==> src/rtl/ysyx_23060111_lsu.sv <==
// Load/store unit: one request at a time, IDLE -> ACCESS -> RESP, word-aligned memory port.
// Latency: accept at edge N, memory access in cycle N+1, response in cycle N+2. Errors respond in cycle N+1.
module ysyx_23060111_lsu #(
   parameter bit MISALIGN_ERR = 1'b1
) (
   input  logic        clk,
   input  logic        rst_n,
   input  logic        req_valid,
   output logic        req_ready,
   input  logic        req_wen,
   input  logic [31:0] req_addr,
   input  logic [31:0] req_wdata,
   input  logic [1:0]  req_size,
   input  logic        req_unsigned,
   output logic        resp_valid,
   input  logic        resp_ready,
   output logic [31:0] resp_rdata,
   output logic        resp_err,
   output logic [31:0] m_raddr,
   output logic        m_ren,
   input  logic [31:0] m_rdata,
   output logic [31:0] m_waddr,
   output logic [31:0] m_wdata,
   output logic [31:0] m_wmask,
   output logic        m_wen
);

   typedef enum logic [1:0] {IDLE, ACCESS, RESP} state_t;

   state_t      state;
   logic        wen_q;
   logic        unsigned_q;
   logic [1:0]  size_q;
   logic [1:0]  off_q;

   logic [1:0]  off_c;
   logic        illegal_c;
   logic [3:0]  mask_c;
   logic [31:0] ld_shift;
   logic [31:0] ld_ext;

   assign req_ready = (state == IDLE);

   // Without MISALIGN_ERR the low address bits are forced to the access alignment.
   always_comb begin
      off_c     = req_addr[1:0];
      illegal_c = 1'b0;
      mask_c    = 4'b1111;
      case (req_size)
         2'd0: mask_c = 4'b0001;
         2'd1: begin
            mask_c = 4'b0011;
            if (MISALIGN_ERR) illegal_c = req_addr[0];
            else              off_c     = {req_addr[1], 1'b0};
         end
         2'd2: begin
            if (MISALIGN_ERR) illegal_c = |req_addr[1:0];
            else              off_c     = 2'b00;
         end
         default: illegal_c = 1'b1;
      endcase
   end

   always_comb begin
      ld_shift = m_rdata >> {off_q, 3'b000};
      case (size_q)
         2'd0:    ld_ext = unsigned_q ? {24'h0, ld_shift[7:0]}
                                      : {{24{ld_shift[7]}}, ld_shift[7:0]};
         2'd1:    ld_ext = unsigned_q ? {16'h0, ld_shift[15:0]}
                                      : {{16{ld_shift[15]}}, ld_shift[15:0]};
         default: ld_ext = ld_shift;
      endcase
   end

   always_ff @(posedge clk or negedge rst_n) begin
      if (!rst_n) begin
         state      <= IDLE;
         wen_q      <= 1'b0;
         unsigned_q <= 1'b0;
         size_q     <= 2'd0;
         off_q      <= 2'd0;
         resp_valid <= 1'b0;
         resp_err   <= 1'b0;
         resp_rdata <= 32'h0;
         m_raddr    <= 32'h0;
         m_ren      <= 1'b0;
         m_waddr    <= 32'h0;
         m_wdata    <= 32'h0;
         m_wmask    <= 32'h0;
         m_wen      <= 1'b0;
      end else begin
         case (state)
            IDLE: begin
               if (req_valid) begin
                  wen_q      <= req_wen;
                  unsigned_q <= req_unsigned;
                  size_q     <= req_size;
                  off_q      <= off_c;
                  if (illegal_c) begin
                     state      <= RESP;
                     resp_valid <= 1'b1;
                     resp_err   <= 1'b1;
                     resp_rdata <= 32'h0;
                  end else begin
                     state <= ACCESS;
                     if (req_wen) begin
                        m_wen   <= 1'b1;
                        m_waddr <= {req_addr[31:2], 2'b00};
                        m_wdata <= req_wdata << {off_c, 3'b000};
                        m_wmask <= {28'h0, mask_c << off_c};
                     end else begin
                        m_ren   <= 1'b1;
                        m_raddr <= {req_addr[31:2], 2'b00};
                     end
                  end
               end
            end
            ACCESS: begin
               // Memory read data is combinational, so it is captured on the closing edge.
               state      <= RESP;
               resp_valid <= 1'b1;
               resp_err   <= 1'b0;
               resp_rdata <= wen_q ? 32'h0 : ld_ext;
               m_ren      <= 1'b0;
               m_raddr    <= 32'h0;
               m_wen      <= 1'b0;
               m_waddr    <= 32'h0;
               m_wdata    <= 32'h0;
               m_wmask    <= 32'h0;
            end
            RESP: begin
               if (resp_ready) begin
                  state      <= IDLE;
                  resp_valid <= 1'b0;
                  resp_err   <= 1'b0;
                  resp_rdata <= 32'h0;
               end
            end
            default: state <= IDLE;
         endcase
      end
   end

endmodule

==> config.mk <==
export PLATFORM = sky130hd
export DESIGN_NAME = ysyx_23060111_lsu
export DESIGN_NICKNAME = d
export VERILOG_FILES = /design/src/rtl/ysyx_23060111_lsu.sv
export SDC_FILE = /design/constraint.sdc
export NUM_CORES = 1
export LEC_CHECK = 0
export CORE_MARGIN = 2
export CORE_UTILIZATION = 46
export DETAILED_ROUTE_END_ITERATION = 8
export GPL_ROUTABILITY_DRIVEN = 0
export HOLD_SLACK_MARGIN = 0.06
export PLACE_DENSITY = 0.93
export SYNTH_ARGS = -nofsm -noshare
export SYNTH_HDL_FRONTEND = slang
export SYNTH_SLANG_ARGS = --single-unit
==> constraint.sdc <==
create_clock -name clk -period 6.1 [get_ports clk]
set_input_delay 1.22 -clock clk [delete_from_list [all_inputs] [get_ports clk]]
set_output_delay 1.22 -clock clk [all_outputs]
set_load 0.01 [all_outputs]
==> summary.md <==
| Metric | Value |
|---|---|
| Unrepaired setup endpoints after global routing | false |
| Layout cells sized above 1 | 9.593% |
| Critical Path Sink Type | register |
| Initial DRC count | 437 |
| Vias per inst | 5.743 |
| Post-Layout Cell Count | 938 |
| Top cells by area, synth | dfrtp_1, a22o_1, mux2i_1 |
| Slew margin rel. | 18.29% |
| Clock skew | 0.005235 ns |
| Mux cell area share after synthesis | 7.983% |
| Post-cts repair resize count | 0 |
| Top cell type's share of synthesized area | 55.05% |
| Worst vdd ir | 0.2626 mV |
| Area after DPL | 8716 µm² |
| TritonRoute pass-1 iters | 5 |
| GR Overflow Total | 0 |
| Fmax | 0.2618 GHz |
| DRC | 0 |
| H-tree levels | 4 |
| Largest net degree at the start of global routing | 76 |
| Power Total | 4.253 mW |
| Clock sinks | 140 |
| Final non-filler cell area | 9288 µm² |
| Hold-fix buffers, CTS | 0 |
| Reg2Reg Depth | 6 |
| Dpl hpwl | 12730 µm |
| Root Driver | clkbuf_16 |
| Synth Area in Simple Gates | 7.157% |
| Fin worst setup slack | 2.281 ns |
| Row cnt | 42 |
| Hold crit path type | reg2reg |
| WHS Path Cells | 2 |
| Longest Clk Path Bufs | 2 |
| Slew @ Worst Pin | 1.223 ns |
| Pleak | 4.086 nW |
| Post-CTS Setup Bufs | 0 |
| Placed cells | 905 |
| Clock latency on the worst-skew pair | 0.41 ns |
| Cell count after synthesis | 527 |
| Vias in the first global route | 5453 |
| Worst EP arrival | 4.17 ns |
| Io pins | 269 |
| Hold path startpoint | wen_q$_DFFE_PN0P_ |
| Yosys cell types | 41 |
| Total CTS buffers | 17 |
| Number of port buffers | 236 |
| Synth top cells by count | dfrtp_1, a22o_1, nand2_1 |
| ANT nets after route | 0 |
| Critical Path Source Type | primary input |
| CP Launch Point | req_addr[1] |
| Synth Warn # | 0 |
| WP data required | 6.45 ns |
| Synth Register Bits | 140 |
| First-pass GRT wire length | 29020 µm |
| Synth Area per Inst | 12.08 µm² |
| Area of the core | 13400 µm² |
| Reg-to-Reg Start | state[1]$_DFFE_PN0P_ |
| Global Route Usage Sum | 25.47% |
| Clock Pin Slew Worst Setup and Hold Paths | 0.06 ns |
| Die H | 121.6 µm |
| Max Cap Viol | 0 |
| Total wire length | 18270 µm |
| Post-synth EDFFs | 0 |
| Post-Synth Adder-Cell Area | 0.7865% |
| Tmin final | 3.819 ns |
| Die Span X | 121.6 µm |
| Routed wire length per instance | 19.47 µm |
| CTS tree | built |
| CP Class | in2reg |
| Final #Nets | 857 |
| Compound-gate portion of the synthesized area | 22.16% |
| Hold Fails Final Rpt | 0 |
| Vias | 5387 |
| XOR/XNOR Fraction of Synth Area | 0.1376% |
| Largest family of logic cells by synthesized area | compound AO/OA/AOI/OAI gates |
| Final period utilization | 62.61% |
| Final setup violation count | 0 |
| Die footprint | 14790 µm² |
| P per Cell Area | 457.9 nW/µm² |
| Ys async rst share | 100.0% |
| Outcome | finished, final reports clean |
| Area leader, netlist | dfrtp_1 |
| Starting Density | 47.49% |
| Setup WS pre-CTS | 1.878 ns |
| Synth Flop Type | dfrtp_1 |
| Initial antenna violation count | 1 |
| Synth Cell Area | 6364 µm² |
| Most numerous cell in the Yosys netlist | dfrtp_1 |
| Seq/Total Area, Yosys | 55.05% |
| Synth-to-layout area growth | 45.95% |
| Setup TNS Final | 0 ns |
| Critical Path Fanout Max | 49 |
| Final Max Slew Viols | 0 |
==> flip-flops by register name (all words and copies together) (netlist names) <==
| signal | flops |
|---|---|
| m_waddr | 30 |
| resp_err | 1 |
| m_wdata | 32 |
| m_wen | 1 |
| m_raddr | 30 |
| m_wmask | 4 |
| resp_rdata | 32 |
| unsigned_q | 1 |
| state | 2 |
| size_q | 2 |
| off_q | 2 |
| wen_q | 1 |
| m_ren | 1 |
| resp_valid | 1 |
==> path summary, 6_finish.rpt <==
check                                             endpoint  slack [ns]
worst max-delay path               m_waddr[21]$_DFFE_PN0P_        2.28
worst min-delay path                     wen_q$_DFFE_PN0P_        0.47
worst max register to register  resp_rdata[27]$_DFFE_PN0P_        3.25
worst min register to register           wen_q$_DFFE_PN0P_        0.47
max in group asynchronous            size_q[0]$_DFFE_PN0P_        3.92
min in group asynchronous          m_raddr[28]$_DFFE_PN0P_        0.77
==> routing by layer <==
metal,wire (µm),GRT usage (%),vias up
li1,-,-,2376
met1,7257,32.72,2678
met2,9012,40.77,295
met3,1506,6.788,38
met4,490,11.28,0
met5,0,0,-
==> logic make-up (layout without fill, tap and decap cells) <==
group	count (synthesis)	after routing
AND/OR/NAND/NOR	87	87
flip-flops	140	140
other	1	33
multiplexers	48	48
buffers and inverters	74	277
AO/OA/AOI/OAI	172	172
XOR/XNOR	1	1
adder cells (fa/ha/maj)	4	4
==> stage by stage <==
stage | hold slack (ns) | util, %
floorplan | 0.4379 | -
global placement | 0.4528 | 65.04
detailed placement | 0.4624 | 65.04
CTS | 0.4767 | 69.18
global route | 0.5102 | 69.31
finish | 0.4726 | 69.31
==> area by class of cell <==
cell class,count,area [µm²]
fill,972,4113
sequential,140,3503
multi-input combinational,344,2577
timing repair buffer,243,2419
clock buffer,21,460.4
tap,176,220.2
clock inverter,10,93.84
inverter,3,11.26
antenna,1,2.502
==> power breakdown <==
part / switching [mW] / leakage (nW) / internal (mW)
logic: 0.763 / 1.97 / 0.990
registers: 0.274 / 1.86 / 1.26
clock network: 0.386 / 0.265 / 0.579
==> worst max-delay path, cell delays in order <==
cell and delay, ns:
clkdlybuf4s50_1 0.47, buf_4 0.34, nor3_2 0.10, nor2_2 0.30, nor2_1 0.13, nor2_4 0.95, buf_4 0.41, a22o_1 0.19
==> cell usage in the layout, fill, tap and decap left out, drive strengths merged <==
cell type      synthesis  layout
a211oi                 1       1
conb                   1      32
nor3                   5       5
o21ai                 22      22
mux2                  22      22
nand3b                 1       1
nor4b                  1       1
a21o                   4       4
nand2b                 4       4
buf                   52       9
nand2                 39      39
xnor2                  1       1
a22o                  78      78
o2bb2ai                9       9
a32o                   8       8
nand3                  1       1
a21oi                  8       8
nor2                  18      18
diode                  0       1
clkdlybuf4s50          0     234
mux2i                 26      26
dfrtp                140     140
nor3b                  1       1
or4                    1       1
clkinvlp               0       3
inv                    3       3
a311oi                 1       1
a211o                  8       8
or2                    1       1
nor2b                 13      13
ha                     4       4
a221oi                 8       8
a221o                 16      16
bufinv                 0       1
clkinv                 0       6
clkbuf                19      21
nor4                   2       2
o31ai                  9       9
No activity file was read; power rests on OpenSTA's default activity.
